===== config.mk =====
export PLATFORM = sky130hd
export DESIGN_NAME = pipe_stage_reg
export DESIGN_NICKNAME = d
export VERILOG_FILES = /design/src/rtl/pipe_stage_reg.sv
export SDC_FILE = /design/constraint.sdc
export NUM_CORES = 1
export LEC_CHECK = 0
export BUFFER_PORTS_ARGS = -buffer_cell sky130_fd_sc_hd__buf_2
export CORE_MARGIN = 2
export CORE_UTILIZATION = 48
export DETAILED_ROUTE_END_ITERATION = 6
export GPL_TIMING_DRIVEN = 0
export PLACE_DENSITY_LB_ADDON = 0.1
export SLEW_MARGIN = 20
export SYNTH_ARGS = -nofsm -noshare
export SYNTH_HDL_FRONTEND = slang
export SYNTH_SLANG_ARGS = --single-unit

===== constraint.sdc =====
create_clock -name Clk -period 1.7 [get_ports Clk]
set_clock_uncertainty 0.05 [all_clocks]
set_input_delay 0.17 -clock Clk [delete_from_list [all_inputs] [get_ports Clk]]
set_output_delay 0.17 -clock Clk [all_outputs]
set_load 0.01 [all_outputs]

===== src/rtl/pipe_stage_reg.sv =====
// pipe_stage_reg: DEPTH-stage valid/ctrl/data pipeline register with
// stall, flush and masked bubble; PIPE_REG_PERF_EN adds event counters.
module pipe_stage_reg #(
   parameter int                 DATA_W    = 32,
   parameter int                 CTRL_W    = 16,
   parameter int                 DEPTH     = 1,
   parameter logic [CTRL_W-1:0]  KILL_MASK = {CTRL_W{1'b1}},
   parameter int                 CNT_W     = 16
) (
   input  logic              Clk,
   input  logic              Clrn,
   input  logic              stall,
   input  logic              flush,
   input  logic              bubble,
   input  logic              in_valid,
   input  logic [CTRL_W-1:0] in_ctrl,
   input  logic [DATA_W-1:0] in_data,
   output logic              out_valid,
   output logic [CTRL_W-1:0] out_ctrl,
   output logic [DATA_W-1:0] out_data
`ifdef PIPE_REG_PERF_EN
   ,
   output logic [CNT_W-1:0]  cnt_stall,
   output logic [CNT_W-1:0]  cnt_flush,
   output logic [CNT_W-1:0]  cnt_bubble
`endif
);

   if (DEPTH < 1 || DEPTH > 8 || CNT_W < 1) begin : g_bad_param
      $error("pipe_stage_reg: DEPTH must be 1..8 and CNT_W >= 1");
   end

   logic [DEPTH-1:0]             valid_q, valid_d;
   logic [DEPTH-1:0][CTRL_W-1:0] ctrl_q, ctrl_d;
   logic [DEPTH-1:0][DATA_W-1:0] data_q, data_d;

   // next stage contents: flush > stall > bubble > normal shift
   always_comb begin
      valid_d = valid_q;
      ctrl_d  = ctrl_q;
      data_d  = data_q;
      if (flush) begin
         valid_d = '0;
         ctrl_d  = '0;
         data_d  = '0;
      end else if (!stall) begin
         valid_d[0] = bubble ? 1'b0 : in_valid;
         ctrl_d[0]  = bubble ? (in_ctrl & ~KILL_MASK) : in_ctrl;
         data_d[0]  = in_data;
         for (int k = 1; k < DEPTH; k++) begin
            valid_d[k] = valid_q[k-1];
            ctrl_d[k]  = ctrl_q[k-1];
            data_d[k]  = data_q[k-1];
         end
      end
   end

   // stage registers update on the falling edge, cleared asynchronously
   always_ff @(negedge Clk or negedge Clrn) begin
      if (!Clrn) begin
         valid_q <= '0;
         ctrl_q  <= '0;
         data_q  <= '0;
      end else begin
         valid_q <= valid_d;
         ctrl_q  <= ctrl_d;
         data_q  <= data_d;
      end
   end

   assign out_valid = valid_q[DEPTH-1];
   assign out_ctrl  = ctrl_q[DEPTH-1];
   assign out_data  = data_q[DEPTH-1];

`ifdef PIPE_REG_PERF_EN
   logic [CNT_W-1:0] cnt_stall_q, cnt_stall_d;
   logic [CNT_W-1:0] cnt_flush_q, cnt_flush_d;
   logic [CNT_W-1:0] cnt_bubble_q, cnt_bubble_d;

   // saturating count of the event that wins priority this edge
   always_comb begin
      cnt_stall_d  = cnt_stall_q;
      cnt_flush_d  = cnt_flush_q;
      cnt_bubble_d = cnt_bubble_q;
      if (flush) begin
         if (!(&cnt_flush_q)) cnt_flush_d = cnt_flush_q + 1'b1;
      end else if (stall) begin
         if (!(&cnt_stall_q)) cnt_stall_d = cnt_stall_q + 1'b1;
      end else if (bubble) begin
         if (!(&cnt_bubble_q)) cnt_bubble_d = cnt_bubble_q + 1'b1;
      end
   end

   // counter registers, cleared only by reset
   always_ff @(negedge Clk or negedge Clrn) begin
      if (!Clrn) begin
         cnt_stall_q  <= '0;
         cnt_flush_q  <= '0;
         cnt_bubble_q <= '0;
      end else begin
         cnt_stall_q  <= cnt_stall_d;
         cnt_flush_q  <= cnt_flush_d;
         cnt_bubble_q <= cnt_bubble_d;
      end
   end

   assign cnt_stall  = cnt_stall_q;
   assign cnt_flush  = cnt_flush_q;
   assign cnt_bubble = cnt_bubble_q;
`endif

endmodule


* Word level (Yosys, flattened, before mapping)
Index checks and enable logic that the tools add are counted.
** Storage, ports and cells
- Bits in registers :: 49
- Bits of input ports :: 54
- Output and inout port bits :: 49
- Word-level logic and storage cells :: 12
** Cells by class
- Eq/ne operators :: 1
- Multiplexer cells :: 8
** Operators with widths (count)
- 2-to-1 mux 32 bit :: 2
- 2-to-1 mux 16 bit :: 3
- 2-to-1 mux 1 bit :: 3
- != test 2 x 1 -> 1 bit, second input constant :: 1

* Logic depth before layout (Yosys ltp)
- Depth in word-level cells :: 3
- Depth in mapped cells :: 5
- Depth with buffers taken out :: 2

==> results.cfg <==
[detailed_routing]
vias = 1577
vias_per_cell = 4.87
drtAntennaViolNets = 0
drc = 0
first_pass_iters = 4
wl_per_cell_um = 13.5
drtIter0Drc = 78
drt_wl_total_mm = 4.38

[clocking]
path_clk_slew_ns = 0.06
cts_buffers = 5
cts_hold_buffers = 0
cts_sinks = 49
cts_tree = done
clock_latency_ns = 0.30
root_buffer = clkbuf_8
cts_buffer_depth = 2
htree_levels = 2

[worst_setup_path]
worst-setup-path-type = reg2out
required_ns = 1.48
start_kind = flip-flop
crit_fanout = 2
critical-path-top-delay-family = flip-flops
cp-end-kind = output port
r2r-end = out_data[10]
slowest_delay_ns = 0.43
path_cells = buf_2
slowest_stage = dfrtn_1
timing.critical_path.buf_inv = 1
r2r_cells = 4
timing.rr.start = out_data[10]
crit_arrival_ns = 1.71
rrSetupSlack_ns = 0.71

[logic_synthesis]
ys_types = 10
synth.avg_cell_area_um2 = 13.5
synth_fa_ha_area_share_pct = 0
yosysSeqAreaShare_pct = 62.7
synth_compound_area_share_pct = 8.70
yosys.area_share.simple_pct = 7.42
synth.net_count = 199
netlist_area_mm2 = 0.00196
synthCells = 145
ys_ff_latch = 49
synthTopCellsByArea = dfrtn_1 (63%), mux2i_1 (16%), a32o_1 (8.7%)
ys.warnings.count = 0
synth_top_family_by_area = multiplexers
yosysTopAreaCellShare_pct = 62.7
synth_top_area_cell = dfrtn_1
synthMuxAreaShare_pct = 16.4
synth-xor-area-share_pct = 0

[hold_path]
min_path_cells = 1
min_path_type = reg2reg
holdPathEnd = out_ctrl[1]
min_from = out_ctrl[1]

[floorplanning]
fp.dieArea_mm2 = 0.00460
coreArea_mm2 = 0.00397
rows = 23
initial_utilization_pct = 49.2
top_level_ports = 103
die_h_um = 67.8
die_w_um = 67.8

[place]
dpl_worst_slack_ns = -0.235
gp_congestion = 0.743
place_hpwl_mm = 2.96
io_buffers = 100
dpl_cell_area_mm2 = 0.00252
placedCellCount = 295

[cells_and_area]
n_antenna_cell = 0
mostFrequentLayoutCells = buf_2 (92), dfrtn_1 (49), mux2i_1 (32), nor2_1 (32), buf_4 (28)
ff_latch_area_mm2 = 0.00123
fin_util_pct = 71.6
n_fill_cell = 295
final_layout_size_suffix_gt1_share_pct = 51.1
final_common_cell = buf_2
syn_to_final_growth_pct = 45.4
multi_input_area_um2 = 636
final_area_mm2 = 0.00284
final_nets = 327
instances_no_fill = 324

[timing]
final_max_slew_viol_count = 0
finalWorstSetupSlack_ns = -0.231
hold_ws_ns = 0.385
rsz0062_at_grt = true
finalSetupViolCount = 49
slew_headroom_pct = 59.6
finalHoldViolations = 0
tightest_slew_ns = 0.607
fin_setup_tns_ns = -9.96

[pwr]
powerDensity_mw_per_mm2 = 870
p_leak_nw = 1.63
ir_worst_vdd_uv = 587
p_total_mw = 2.47

[global_route]
grt_overflow = 0
grt_use_total_pct = 18.3
grt_pass1_wl_mm = 6.26
grt_pass1_vias = 1430
grt_max_degree = 50
antenna_found_initial = 0

[outcome]
status = finished with violations
violations = negative setup slack

[flow_run]
drv_cap = 0
layer usage:
metal	share of wire, %	track usage [%]
met5	0	0
met4	1.2	5.75
met3	7.8	5.92
met2	49	30.5
met1	42	22.6
worst max path at each step:
stage | startpoint | slack, ns | depth (start not counted) | to
after floorplan | stall | -0.18 | 5 | out_ctrl[0]
after global placement | stall | -0.22 | 5 | out_ctrl[0]
after detailed placement | stall | -0.23 | 5 | out_ctrl[6]
after CTS | out_ctrl[11] | -0.24 | 1 | out_ctrl[11]
after global routing | out_data[23] | -0.27 | 1 | out_data[23]
final | out_valid | -0.23 | 1 | out_valid
cells in the mapped netlist:
library cell,number
inv_1,1
nor2_4,1
nor2_1,32
a32o_1,17
dfrtn_1,49
nor2b_4,1
clkbuf_1,3
mux2i_1,32
buf_6,3
buf_4,6
logic make-up (layout without fill, tap and decap cells):
kind of cell	after synthesis	after routing
muxes	32	32
and+or+nand+nor	34	34
buffers and inverters	13	142
DFF	49	49
AOI/OAI and AO/OA	17	17
flip-flops by register name, indices dropped and copies added, names as in the netlist:
register   cells
out_ctrl      16
out_valid      1
out_data      32
power breakdown:
| part | switching, mW | internal [mW] |
|---|---|---|
| Combinational | 0.181 | 0.197 |
| Sequential | 0.0299 | 1.23 |
| Clock | 0.353 | 0.480 |
timing repair:
item	CTS	global route
setup buffers	8	13
endpoints found under the setup margin	49	49
gates resized for setup	1	6
cell type report:
class                           instances  share of cell area, %
Sequential cell                        49                   43.1
Timing Repair Buffer                  121                   24.8
Multi-Input combinational cell         83                   22.4
Buffer                                 12                   3.30
Clock buffer                            7                   3.04
Tap cell                               50                   2.20
Clock inverter                          1                   1.06
Inverter                                1                  0.132
Note: power is estimated with default switching activity, not from simulation.
